### src/rtl/rice_core_fetch_unit.sv
// In-order instruction fetch: credit-limited bus requests, response FIFO and a stall/flush-aware
// output register feeding decode. Define RICE_CORE_FETCH_ASSERTION_EN to compile in protocol assertions.
module rice_core_fetch_unit #(
    parameter int              XLEN       = 32,
    parameter logic [XLEN-1:0] INIT_PC    = '0,
    parameter int              FIFO_DEPTH = 2
) (
    input  logic            i_clk,
    input  logic            i_rst_n,
    input  logic            i_enable,
    input  logic            i_flush,
    input  logic [XLEN-1:0] i_flush_pc,
    input  logic            i_stall,
    output logic            o_request_valid,
    input  logic            i_request_ready,
    output logic [XLEN-1:0] o_request_address,
    input  logic            i_response_valid,
    input  logic [31:0]     i_response_data,
    output logic            o_if_valid,
    output logic [XLEN-1:0] o_if_pc,
    output logic [31:0]     o_if_inst
);
    localparam int PTR_W  = $clog2(FIFO_DEPTH);
    localparam int CNT_W  = $clog2(FIFO_DEPTH + 1);
    localparam int DISC_W = CNT_W + 8;
    localparam logic [CNT_W:0] DEPTH_C = (CNT_W + 1)'(FIFO_DEPTH);

    logic [XLEN-1:0]   pc_q, pc_d;
    logic [CNT_W-1:0]  outstanding_q, outstanding_d;
    logic [DISC_W-1:0] discard_q, discard_d;

    logic [PTR_W-1:0]  pcq_wr_q, pcq_wr_d;
    logic [PTR_W-1:0]  pcq_rd_q, pcq_rd_d;
    logic [XLEN-1:0]   pcq_mem_q [FIFO_DEPTH];
    logic [XLEN-1:0]   pcq_mem_d [FIFO_DEPTH];

    logic [PTR_W-1:0]  fifo_wr_q, fifo_wr_d;
    logic [PTR_W-1:0]  fifo_rd_q, fifo_rd_d;
    logic [CNT_W-1:0]  fifo_cnt_q, fifo_cnt_d;
    logic [XLEN-1:0]   fifo_pc_q [FIFO_DEPTH];
    logic [XLEN-1:0]   fifo_pc_d [FIFO_DEPTH];
    logic [31:0]       fifo_inst_q [FIFO_DEPTH];
    logic [31:0]       fifo_inst_d [FIFO_DEPTH];

    logic              if_valid_q, if_valid_d;
    logic [XLEN-1:0]   if_pc_q, if_pc_d;
    logic [31:0]       if_inst_q, if_inst_d;

    logic [CNT_W:0]    credit_used;
    logic [XLEN-1:0]   pcq_head;
    logic              req_fire;
    logic              resp_pair;
    logic              resp_drop;
    logic              load_en;
    logic              fifo_empty;
    logic              fifo_pop;
    logic              bypass;
    logic              fifo_push;

    // Credit covers both in-flight requests and buffered words, so the FIFO can never overflow.
    always_comb begin
        credit_used       = {1'b0, outstanding_q} + {1'b0, fifo_cnt_q};
        o_request_valid   = i_enable && !i_flush && (credit_used < DEPTH_C);
        o_request_address = pc_q;
        req_fire          = o_request_valid && i_request_ready;
        pcq_head          = pcq_mem_q[pcq_rd_q];
        resp_drop         = i_response_valid &&
                            ((discard_q != '0) || (i_flush && (outstanding_q != '0)));
        resp_pair         = i_response_valid && !i_flush &&
                            (discard_q == '0) && (outstanding_q != '0);
        fifo_empty        = (fifo_cnt_q == '0);
        load_en           = !i_flush && i_enable && !i_stall;
        fifo_pop          = load_en && !fifo_empty;
        bypass            = load_en && fifo_empty && resp_pair;
        fifo_push         = resp_pair && !bypass;
    end

    always_comb begin
        pc_d          = pc_q;
        outstanding_d = outstanding_q;
        discard_d     = discard_q;
        pcq_wr_d      = pcq_wr_q;
        pcq_rd_d      = pcq_rd_q;
        pcq_mem_d     = pcq_mem_q;
        fifo_wr_d     = fifo_wr_q;
        fifo_rd_d     = fifo_rd_q;
        fifo_cnt_d    = fifo_cnt_q;
        fifo_pc_d     = fifo_pc_q;
        fifo_inst_d   = fifo_inst_q;
        if_valid_d    = if_valid_q;
        if_pc_d       = if_pc_q;
        if_inst_d     = if_inst_q;

        if (i_flush) begin
            // Everything still on the bus becomes a discard; a response dropped now is already gone.
            pc_d          = i_flush_pc & ~XLEN'(3);
            discard_d     = discard_q + DISC_W'(outstanding_q) - DISC_W'(resp_drop);
            outstanding_d = '0;
            pcq_wr_d      = '0;
            pcq_rd_d      = '0;
            fifo_wr_d     = '0;
            fifo_rd_d     = '0;
            fifo_cnt_d    = '0;
            if_valid_d    = 1'b0;
        end else begin
            if (req_fire) begin
                pc_d                = pc_q + XLEN'(4);
                pcq_mem_d[pcq_wr_q] = pc_q;
                pcq_wr_d            = pcq_wr_q + PTR_W'(1);
            end
            if (resp_drop) begin
                discard_d = discard_q - DISC_W'(1);
            end
            if (resp_pair) begin
                pcq_rd_d = pcq_rd_q + PTR_W'(1);
            end
            outstanding_d = outstanding_q + CNT_W'(req_fire) - CNT_W'(resp_pair);

            if (fifo_push) begin
                fifo_pc_d[fifo_wr_q]   = pcq_head;
                fifo_inst_d[fifo_wr_q] = i_response_data;
                fifo_wr_d              = fifo_wr_q + PTR_W'(1);
            end
            if (fifo_pop) begin
                fifo_rd_d = fifo_rd_q + PTR_W'(1);
            end
            fifo_cnt_d = fifo_cnt_q + CNT_W'(fifo_push) - CNT_W'(fifo_pop);

            // Buffered words are older than any response arriving now, so they go out first.
            if (!i_enable) begin
                if_valid_d = 1'b0;
            end else if (!i_stall) begin
                if (!fifo_empty) begin
                    if_valid_d = 1'b1;
                    if_pc_d    = fifo_pc_q[fifo_rd_q];
                    if_inst_d  = fifo_inst_q[fifo_rd_q];
                end else if (resp_pair) begin
                    if_valid_d = 1'b1;
                    if_pc_d    = pcq_head;
                    if_inst_d  = i_response_data;
                end else begin
                    if_valid_d = 1'b0;
                end
            end
        end
    end

    always_ff @(posedge i_clk or negedge i_rst_n) begin
        if (!i_rst_n) begin
            pc_q          <= INIT_PC;
            outstanding_q <= '0;
            discard_q     <= '0;
            pcq_wr_q      <= '0;
            pcq_rd_q      <= '0;
            fifo_wr_q     <= '0;
            fifo_rd_q     <= '0;
            fifo_cnt_q    <= '0;
            if_valid_q    <= 1'b0;
            if_pc_q       <= '0;
            if_inst_q     <= '0;
        end else begin
            pc_q          <= pc_d;
            outstanding_q <= outstanding_d;
            discard_q     <= discard_d;
            pcq_wr_q      <= pcq_wr_d;
            pcq_rd_q      <= pcq_rd_d;
            fifo_wr_q     <= fifo_wr_d;
            fifo_rd_q     <= fifo_rd_d;
            fifo_cnt_q    <= fifo_cnt_d;
            if_valid_q    <= if_valid_d;
            if_pc_q       <= if_pc_d;
            if_inst_q     <= if_inst_d;
        end
    end

    // Storage arrays carry no reset; their occupancy is tracked by the pointers above.
    always_ff @(posedge i_clk) begin
        pcq_mem_q   <= pcq_mem_d;
        fifo_pc_q   <= fifo_pc_d;
        fifo_inst_q <= fifo_inst_d;
    end

    assign o_if_valid = if_valid_q;
    assign o_if_pc    = if_pc_q;
    assign o_if_inst  = if_inst_q;

`ifdef RICE_CORE_FETCH_ASSERTION_EN
    always @(posedge i_clk) begin
        if (i_rst_n) begin
            assert (!(i_response_valid && (outstanding_q == '0) && (discard_q == '0)))
                else $error("fetch: response with nothing in flight");
            assert (!(fifo_push && (fifo_cnt_q == CNT_W'(FIFO_DEPTH))))
                else $error("fetch: push into full instruction FIFO");
            assert (o_request_address[1:0] == 2'b00)
                else $error("fetch: misaligned request address");
            if (i_stall && i_enable && !i_flush) begin
                assert ((if_valid_d == if_valid_q) && (if_pc_d == if_pc_q) && (if_inst_d == if_inst_q))
                    else $error("fetch: output register changed while stalled");
            end
        end
    end
`endif

endmodule

### config.mk
export PLATFORM = sky130hd
export DESIGN_NAME = rice_core_fetch_unit
export DESIGN_NICKNAME = d
export VERILOG_FILES = /design/src/rtl/rice_core_fetch_unit.sv
export SDC_FILE = /design/constraint.sdc
export NUM_CORES = 1
export LEC_CHECK = 0
export BUFFER_PORTS_ARGS = -buffer_cell sky130_fd_sc_hd__buf_4
export CAP_MARGIN = 10
export CORE_ASPECT_RATIO = 0.8
export CORE_MARGIN = 5
export CORE_UTILIZATION = 60
export DETAILED_ROUTE_END_ITERATION = 12
export PLACE_DENSITY = 0.85
export SYNTH_ARGS = -nofsm -noshare
export SYNTH_HDL_FRONTEND = slang
export SYNTH_SLANG_ARGS = --single-unit
export TNS_END_PERCENT = 30
### constraint.sdc
create_clock -name i_clk -period 10.65 [get_ports i_clk]
set_input_delay 1.065 -clock i_clk [delete_from_list [all_inputs] [get_ports i_clk]]
set_output_delay 1.065 -clock i_clk [all_outputs]
set_load 0.02 [all_outputs]
# == Yosys cells after proc, flatten, opt, wreduce, memory -nomap -nowiden ==
# Index checks and enable logic that the tools add are counted.
# Widths: inputs -> output; s select.
# word_totals
output_inout_bits,98
in_bits,71
word_cells,116
regBits,307
# op_classes
eq_ne,2
reduce_logical,32
n_addsub,13
bitwise_logic,6
order_cmp,7
n_mux,39
# op_table
cell,count
$mux 32,17
$bwmux 64,3
$demux 32 s1,2
$add 32x3->32 const B,1
$mux 10,2
$logic_and 1x1->1,15
$mux 1,13
$reduce_bool 2->1,6
$add 10x2->10,1
$logic_not 10->1,1
$reduce_bool 10->1,1
$sub 10x1->10,1
$sub 10x1->10 const B,1
$ge 2x2->1 const B,4
$not 1->2,4
$add 1x1->1 const B,4
$add 2x1->2,2
$logic_not 1->1,4
$lt 2x1->1 const B,2
$mux 2,2
$reduce_and 2->1,2
$reduce_and 4->1,1
$sub 2x1->2,2
$add 2x2->3,1
6 further kinds,7

# == Depth between registers and ports, before layout ==
# Gate-level depths: netlist of the first run.
# depth
ltp_word,10
depth_mapped,15
depth_no_buf,15

# == Least setup slack after synthesis of the first run ==
# OpenSTA, ideal clock, no wires.
# synth_timing
kind,in2reg
start,input port i_response_valid
end,"register fifo_inst_q[0] (netlist bit), enable pin"
t_required_ns,10.168
slack_ns,5.797
t_arrival_ns,4.370
cell_stages,4
path_cell_list,o21ai_0 > nor4_1 > nand2_1 > nor2_1
# synth_between
elab_chain_len,7
# synth_rtl
element,line_no,text
start: declaration,17,"input logic i_response_valid,"
$logic_and 1x1->1 (*) (2 in series),69,resp_pair = i_response_valid && !i_flush &&
$logic_and 1x1->1 (*),70,(discard_q == '0) && (outstanding_q != '0);
$logic_and 1x1->1,74,bypass = load_en && fifo_empty && resp_pair;
$logic_not 1->1,75,fifo_push = resp_pair && !bypass;
$logic_and 1x1->1 (*),75,
$reduce_and 2->1 (no line) (*),n/a,
end signal: assignment,180,fifo_inst_q <= fifo_inst_d;
end: declaration,42,logic [31:0] fifo_inst_q [FIFO_DEPTH];
# Every way passes the cells marked *; elsewhere a longest branch is shown, timed or not.
# A chain may end at the register's enable or synchronous reset.

# == Worst setup path in the final report of the first run ==
# layout_timing
start,register outstanding_q[0]
end,"register pcq_mem_q[35] (netlist bit), enable pin"
# layout_between
elab_chain_len,5
# layout_rtl
element,line_no,text
start: declaration,29,"logic [CNT_W-1:0] outstanding_q, outstanding_d;"
start signal: assignment,163,outstanding_q <= outstanding_d;
$add 2x2->3,62,"credit_used = {1'b0, outstanding_q} + {1'b0, fifo_cnt_q};"
$lt 3x2->1,63,o_request_valid = i_enable && !i_flush && (credit_used < DEPTH_C);
$logic_and 1x1->1,63,
$logic_and 1x1->1,65,req_fire = o_request_valid && i_request_ready;
$reduce_and 2->1 (no line),n/a,
end signal: assignment,178,pcq_mem_q <= pcq_mem_d;
end: declaration,34,logic [XLEN-1:0] pcq_mem_q [FIFO_DEPTH];
# Every way passes these cells.

==> flow_summary_export.csv, run 1 <==
group,metric,value,unit
pwr,cellPowerDensity,183,mW/mm2
pwr,p_int,2.04,mW
clock_tree,clk_pin_slew_worst_paths,0.06,ns
clock_tree,cts_buffer_depth,3,
hold_path,holdPathStages,2,
flow_run,maxCapViolCount,0,
sta,tns,0,ns
pwr,p_leak,6.01,nW
hold_path,hold_class,"reg -> reg",
worst_setup_path,r2r_end,"pcq_mem_q[35]$_DFFE_PP_",
yosys,syn_inst,1024,
floorplan,start_util,61.5,%
pwr,ir_worst_vdd,135,uV
pwr,clkPwrFrac,34.9,%
detailed_routing,drc,0,
floorplan,core_area,0.0208,mm2
yosys,syn_area_per_cell,12.5,um2
place,placed_cells,1414,
yosys,synthSimpleGateAreaFrac,9.82,%
yosys,yosys_warnings,0,
sta,setup_violations,0,
detailed_routing,vias,8629,
worst_setup_path,start_kind,"flip-flop",
global_route,gr-usage-all-layers,23.2,%
sta,clock.fmax,232,MHz
pwr,switching_power,0.749,mW
sta,hold_violations,0,
detailed_routing,ant_nets,0,
worst_setup_path,critical_path.max_stage_delay,0.79,ns
floorplan,rows,47,
clock_tree,cts_hold_buf,0,
place,place_ws,6.24,ns
detailed_routing,drt-vias-per-instance,5.87,
worst_setup_path,timing.rr.start,"outstanding_q[0]$_DFF_PN0_",
yosys,ys_types,63,
yosys,synthTopCellsByArea,"edfxtp_1, dfrtp_1, mux2i_1",
detailed_routing,first_pass_iters,5,
yosys,synth_adder_area_share,3.05,%
sta,setup_ws,6.33,ns
clock_tree,cts_max_level,1,
cells_and_area,finalNonFillerCells,1471,
cells_and_area,finalNetCount,1279,
worst_setup_path,r2r_cells,7,
worst_setup_path,end_kind,"flip-flop",
clock_tree,clkSinkCount,295,
hold_path,min_to,"o_if_pc[21]$_DFFE_PN0P_",
cells_and_area,area_growth,18.7,%
yosys,synth_seq_cells,295,
sta,finalMaxSlewViolations,0,
place,dpl_cell_area,0.0142,mm2
pwr,netSwitchingFraction,26.9,%
cells_and_area,final_util,73.0,%
sta,min_period,4.32,ns
worst_setup_path,cp.buffers_inverters,2,
floorplan,fp.dieH,141,um
yosys,synth.largest_area_cell,"edfxtp_1",
yosys,async_flop_share,37.6,%
worst_setup_path,path_common_cell,"and2_1",
cells_and_area,stdcell_area,0.0152,mm2
yosys,ys_seq_area_share,64.9,%
worst_setup_path,cp-startpoint,"outstanding_q[0]$_DFF_PN0_",
cells_and_area,drive_gt1_share,21.9,%
detailed_routing,totalWireLength,28500,um
worst_setup_path,crit_type,"reg -> reg",
clock_tree,cts_resized,0,
floorplan,ios,169,
floorplan,die_w,173,um
sta,fin_crit_sh,40.6,%
yosys,synth_top_family_by_area,"compound AO/OA/AOI/OAI gates",
detailed_routing,wl_per_cell,19.4,um
yosys,synthFlopType,"edfxtp_1",
global_route,grt_pass1_vias,8546,
detailed_routing,first_iter_violations,655,
yosys,syn-cell-area,0.0128,mm2
worst_setup_path,slowest_stage,"nor2_2",
yosys,synth_most_common_cell,"edfxtp_1",
yosys,yosysTopAreaCellShare,43.2,%
sta,maxSlewHeadroom,20.5,%
worst_setup_path,cp_data_arrival_time,4.53,ns
pwr,power_frac_seq,47.4,%
clock_tree,cts_tree,"done",
sta,rsz0062_at_grt,"false",
sta,fin_skew,0.0247,ns
yosys,synth_mux_area_share,7.80,%
clock_tree,postCtsSetupBuffers,0,
clock_tree,cts_buffers,29,
yosys,synth_edf_count,184,
clock_tree,worstSkewPairLatency,0.54,ns
worst_setup_path,r2r_slack,6.33,ns
global_route,grt_overflow_total,0,
place,dp_hpwl,18200,um
place,gp_congestion,0.833,
yosys,synthXorXnorAreaFrac,1.51,%
pwr,pwr-share-comb,17.7,%
sta,tightest_slew,1.19,ns
global_route,antenna_found_initial,1,
global_route,grt_start_max_net_pins,126,
worst_setup_path,cpLargestDelayFamily,"simple AND/OR/NAND/NOR gates",
global_route,grt_pass1_wl,45900,um
floorplan,dieArea,0.0244,mm2
hold_path,holdCritStartpoint,"o_if_pc[21]$_DFFE_PN0P_",
status,status,"completed",
yosys,synth_compound_area_share,10.1,%
place,numPortBuffers,162,
worst_setup_path,critical_path.max_fanout,21,
yosys,ys_top_cells_by_count,"edfxtp_1, dfrtp_1, nand2_1, nor2_1, o21ai_0",
worst_setup_path,critPathRequiredTime,10.86,ns
clock_tree,root_buffer,"clkbuf_16",
worst_setup_path,crit_path_cell_trace,"and2_1 > fa_1 > nor3b_2 > and2_1 > inv_1 > nor2_2 > buf_4",
## flip-flops by register name, summed over array words and instances (netlist names), 2 cells and up
name and flops:
fifo_inst_q 64, fifo_pc_q 60, pcq_mem_q 60, o_if_inst 32
o_if_pc 30, o_request_address 30, discard_q 10, fifo_cnt_q 2
outstanding_q 2
## power groups by stage
stage,combinational (mW),sequential (mW),clock (mW)
6_report,0.493,1.32,0.974
5_1_grt,0.549,1.33,1.04
4_1_cts,0.491,1.32,0.988
3_5_place_dp,0.485,1.34,0
3_3_place_gp,0.466,1.34,0
2_1_floorplan,0.314,1.36,0
## layout make-up
| class | instances | area [um2] |
|---|---|---|
| flip-flops and latches | 295 | 8310 |
| fillers | 1411 | 5620 |
| multi-input cells | 644 | 4180 |
| repair buffers | 172 | 1310 |
| clock buffers | 40 | 817 |
| well taps | 269 | 337 |
| inverters | 36 | 135 |
| clock inverters | 14 | 100 |
| diodes | 1 | 2.50 |
## metal layers
metal | up-vias | wire (um) | track usage (%)
met1 | 4229 | 12300 | 33.0
met3 | 61 | 1740 | 4.04
li1 | 4044 | - | -
met4 | 0 | 1010 | 7.43
met5 | - | 0 | 0
met2 | 295 | 13500 | 37.2
## kinds of logic after synthesis
group,after synthesis
AO/OA/AOI/OAI,220
XOR/XNOR,22
adder cells (fa/ha/maj),30
buffers and inverters,88
flip-flops,295
multiplexers,96
other,1
AND/OR/NAND/NOR,272
## worst max-delay path by stage
stage               cells after the start  slack, ns                  endpoint
detailed placement                      6       6.24   pcq_mem_q[35]$_DFFE_PP_
floorplan                               4       5.80  fifo_inst_q[0]$_DFFE_PP_
CTS                                     7       6.37   pcq_mem_q[35]$_DFFE_PP_
finish                                  7       6.33   pcq_mem_q[35]$_DFFE_PP_
global route                            7       6.10   pcq_mem_q[35]$_DFFE_PP_
global placement                        6       6.24   pcq_mem_q[35]$_DFFE_PP_
## per-stage QoR
step                      total power [mW]  hold slack (ns)
after global placement                1.81            0.462
after detailed placement              1.83            0.471
after CTS                             2.80            0.486
after global routing                  2.92            0.503
final                                 2.79            0.479
after floorplan                       1.67            0.524
## cells in the final DEF, fill, tap and decap left out, types with 29 or more instances in the layout
cell	Yosys	final
edfxtp_1	184	184
buf_4	4	171
dfrtp_1	111	110
nand2_1	109	108
nor2_1	90	86
o21ai_0	85	85
a21oi_1	71	71
mux2i_1	66	66
inv_1	35	35
mux2_2	30	30
clkbuf_16	0	29
## tightest hold or removal path, cell delays in order, from the launching register on
cell	delay, ns
dfrtp_1	0.34
nand2_1	0.04
o21ai_0	0.06
No activity file was read; power rests on OpenSTA's default activity.
==> inputs of run 2 (changes only) <==
--- a/config.mk
+++ b/config.mk
@@ -5,13 +5,14 @@
 export SDC_FILE = /design/constraint.sdc
 export NUM_CORES = 1
 export LEC_CHECK = 0
+export ABC_AREA = 1
 export BUFFER_PORTS_ARGS = -buffer_cell sky130_fd_sc_hd__buf_4
 export CAP_MARGIN = 10
 export CORE_ASPECT_RATIO = 0.8
 export CORE_MARGIN = 5
-export CORE_UTILIZATION = 60
+export CORE_UTILIZATION = 53
 export DETAILED_ROUTE_END_ITERATION = 12
-export PLACE_DENSITY = 0.85
+export PLACE_DENSITY = 0.8
 export SYNTH_ARGS = -nofsm -noshare
 export SYNTH_HDL_FRONTEND = slang
 export SYNTH_SLANG_ARGS = --single-unit
==> constraint.sdc (replaced) <==
create_clock -name i_clk -period 3.8 [get_ports i_clk]
set_input_delay 0.38 -clock i_clk [delete_from_list [all_inputs] [get_ports i_clk]]
set_output_delay 0.38 -clock i_clk [all_outputs]
set_load 0.02 [all_outputs]
==> run 2 against run 1 <==
Compared with the run above:
- highest routed layer unchanged
- combinational power rose to 3.0 times the previous value
- die area is 18% higher
- first-iteration DRC count is 46% higher
- power grew to 3.0 times the previous value
- largest power group unchanged
- worst setup slack got worse by 5.8 ns
==> flow_summary_export.csv, run 2 <==
group,metric,value,unit
pwr,power,8.25,mW
place,dp_hpwl,22200,um
sta,setup_ws,0.558,ns
clock_tree,cts_max_level,1,
worst_setup_path,r2r_end,"discard_q[8]$_DFFE_PN0P_",
yosys,yosys_warnings,0,
cells_and_area,layout_commonest_cell,"nand2_1",
global_route,grt_overflow_total,0,
yosys,synth.largest_area_cell,"edfxtp_1",
sta,fin_skew,0.0143,ns
sta,clock.fmax,308,MHz
detailed_routing,totalWireLength,33500,um
yosys,synthFlopType,"edfxtp_1",
detailed_routing,drt-vias-per-instance,5.44,
clock_tree,cts_buffer_depth,3,
sta,finalMaxSlewViolations,0,
clock_tree,root_buffer,"clkbuf_16",
hold_path,holdPathStages,1,
yosys,syn-cell-area,0.0135,mm2
cells_and_area,fill_cells,1936,
worst_setup_path,critPathRequiredTime,4.20,ns
cells_and_area,diodes,0,
clock_tree,worstSkewPairLatency,0.54,ns
detailed_routing,drc,0,
worst_setup_path,r2r_slack,0.56,ns
yosys,synth_edf_count,184,
hold_path,min_to,"fifo_inst_q[54]$_DFFE_PP_",
clock_tree,cts_resized,0,
place,numPortBuffers,162,
hold_path,holdCritStartpoint,"i_response_data[22]",
cells_and_area,mostFrequentLayoutCells,"nand2_1, edfxtp_1, buf_4, inv_1, dfrtp_1",
hold_path,hold_class,"in -> reg",
sta,maxSlewHeadroom,21.4,%
detailed_routing,wl_per_cell,17.8,um
yosys,syn_area_per_cell,9.76,um2
clock_tree,clk_pin_slew_worst_paths,0.07,ns
global_route,grt_start_max_net_pins,119,
pwr,cellPowerDensity,514,mW/mm2
flow_run,maxCapViolCount,0,
sta,fin_crit_sh,85.3,%
yosys,ys_top_cells_by_count,"nand2_1, edfxtp_1, inv_1, dfrtp_1, nor2_1",
global_route,grt_pass1_wl,53500,um
clock_tree,cts_buffers,28,
worst_setup_path,end_kind,"flip-flop",
global_route,grt_pass1_vias,10025,
cells_and_area,finalNonFillerCells,1882,
worst_setup_path,r2r_cells,20,
worst_setup_path,timing.rr.start,"discard_q[5]$_DFFE_PN0P_",
sta,rsz0062_at_grt,"false",
place,gp_congestion,0.926,
place,place_ws,0.655,ns
worst_setup_path,critical_path.max_fanout,4,
clock_tree,cts_tree,"done",
detailed_routing,vias,10246,
sta,setup_violations,0,
yosys,async_flop_share,37.6,%
status,status,"completed",
cells_and_area,regMostFlops,"fifo_inst_q",
cells_and_area,stdcell_area,0.0161,mm2
yosys,yosysTopAreaCellShare,41.0,%
sta,fin_hold_ws,0.0294,ns
detailed_routing,first_pass_iters,6,
worst_setup_path,start_kind,"flip-flop",
pwr,ir_worst_vdd,329,uV
clock_tree,clkSinkCount,295,
floorplan,start_util,53.5,%
floorplan,core_area,0.0252,mm2
floorplan,rows,52,
floorplan,ios,169,
yosys,ys_seq_area_share,61.6,%
place,dpl_cell_area,0.0150,mm2
sta,hold_violations,0,
place,placed_cells,1829,
detailed_routing,first_iter_violations,954,
cells_and_area,area_growth,19.1,%
cells_and_area,largest_reg_flops,64,
worst_setup_path,crit_type,"reg -> reg",
yosys,synthTopCellsByArea,"edfxtp_1, dfrtp_1, nand2_1",
sta,min_period,3.24,ns
floorplan,fp.dieH,153,um
yosys,synth_seq_cells,295,
cells_and_area,drive_gt1_share,16.4,%
global_route,gr-usage-all-layers,22.7,%
cells_and_area,final_util,63.8,%
detailed_routing,ant_nets,0,
cells_and_area,reg_top3,"fifo_inst_q: 64 flops, fifo_pc_q: 60 flops, pcq_mem_q: 60 flops",
cells_and_area,finalNetCount,1637,
yosys,synth_most_common_cell,"nand2_1",
sta,tightest_slew,1.18,ns
floorplan,dieArea,0.0287,mm2
sta,tns,0,ns
yosys,syn_inst,1382,
yosys,ys_types,41,
worst_setup_path,cp_data_arrival_time,3.64,ns
global_route,antenna_found_initial,0,
floorplan,die_w,188,um
pwr,p_leak,6.93,nW
[run 2: cell count changes after synthesis, moves of 17 or more]
cell | before | now
nor3_1 | 9 | 26
mux2i_1 | 66 | 20
o21ai_1 | 1 | 26
a21oi_1 | 71 | 38
nand3_1 | 18 | 88
nor2_1 | 90 | 109
o21ai_0 | 85 | 107
inv_1 | 35 | 117
nand2_1 | 109 | 395
mux2_2 | 30 | 0
[run 2: cell type report]
| class | count | area (um2) | area share (%) |
|---|---|---|---|
| flip-flops and latches | 295 | 8300 | 51.7 |
| multi-input cells | 905 | 4440 | 27.7 |
| repair buffers | 180 | 1390 | 8.67 |
| clock buffers | 38 | 811 | 5.05 |
| inverters | 126 | 475 | 2.96 |
| well taps | 324 | 405 | 2.52 |
| clock inverters | 14 | 226 | 1.41 |
[run 2: per-layer routing]
layer | vias up | part of all wire (%) | global-route usage [%]
li1 | 4891 | - | -
met1 | 4856 | 44 | 33.8
met5 | - | 0 | 0
met3 | 47 | 8.7 | 3.87
met2 | 452 | 45 | 35.6
met4 | 0 | 1.9 | 4.75
[run 2: how the worst max path moves through the flow]
| stage | start | end | slack [ns] | cells after the start |
|---|---|---|---|---|
| 2_1_floorplan | discard_q[4]$_DFFE_PN0P_ | fifo_inst_q[0]$_DFFE_PP_ | 0.45 | 10 |
| 3_3_place_gp | discard_q[7]$_DFFE_PN0P_ | discard_q[8]$_DFFE_PN0P_ | 0.73 | 20 |
| 3_5_place_dp | discard_q[5]$_DFFE_PN0P_ | discard_q[8]$_DFFE_PN0P_ | 0.66 | 20 |
| 4_1_cts | discard_q[5]$_DFFE_PN0P_ | discard_q[8]$_DFFE_PN0P_ | 0.61 | 20 |
| 5_1_grt | discard_q[5]$_DFFE_PN0P_ | discard_q[8]$_DFFE_PN0P_ | 0.37 | 20 |
| 6_report | discard_q[5]$_DFFE_PN0P_ | discard_q[8]$_DFFE_PN0P_ | 0.56 | 20 |
[run 2: worst max-delay path, stage by stage (launching register included)]
cell	delay (ns)
dfrtp_1	0.42
inv_1	0.13
ha_1	0.23
nand2_1	0.13
inv_2	0.05
nand2_1	0.06
nor2_2	0.04
a21oi_1	0.29
ha_1	0.30
inv_1	0.06
ha_1	0.21
inv_1	0.07
fa_1	0.41
inv_1	0.11
nand3_1	0.11
nand2_1	0.11
nand3_1	0.12
nand2_1	0.09
nand2_1	0.05
nand2_1	0.05
a21oi_1	0.06
[run 2: cells by family after synthesis]
| family | after synthesis | synth area share (%) |
|---|---|---|
| AO/OA/AOI/OAI | 195 | 7.75 |
| XOR/XNOR | 22 | 1.43 |
| adder cells (fa/ha/maj) | 30 | 2.90 |
| buffers and inverters | 185 | 5.65 |
| flip-flops | 295 | 61.6 |
| multiplexers | 20 | 1.48 |
| other | 1 | 0.0278 |
| AND/OR/NAND/NOR | 634 | 19.2 |
[run 2: power by group]
part / leakage [nW] / switching (mW) / internal, mW
Clock: 0.511 / 1.19 / 1.90
Sequential: 3.13 / 0.151 / 3.53
Combinational: 3.29 / 0.944 / 0.532
Total: 6.93 / 2.28 / 5.97
[run 2: repair_timing]
| action | in CTS | in global routing |
|---|---|---|
| hold endpoints to repair | 53 | 0 |
| hold buffers | 1 | 0 |
| setup buffers | 0 | 0 |
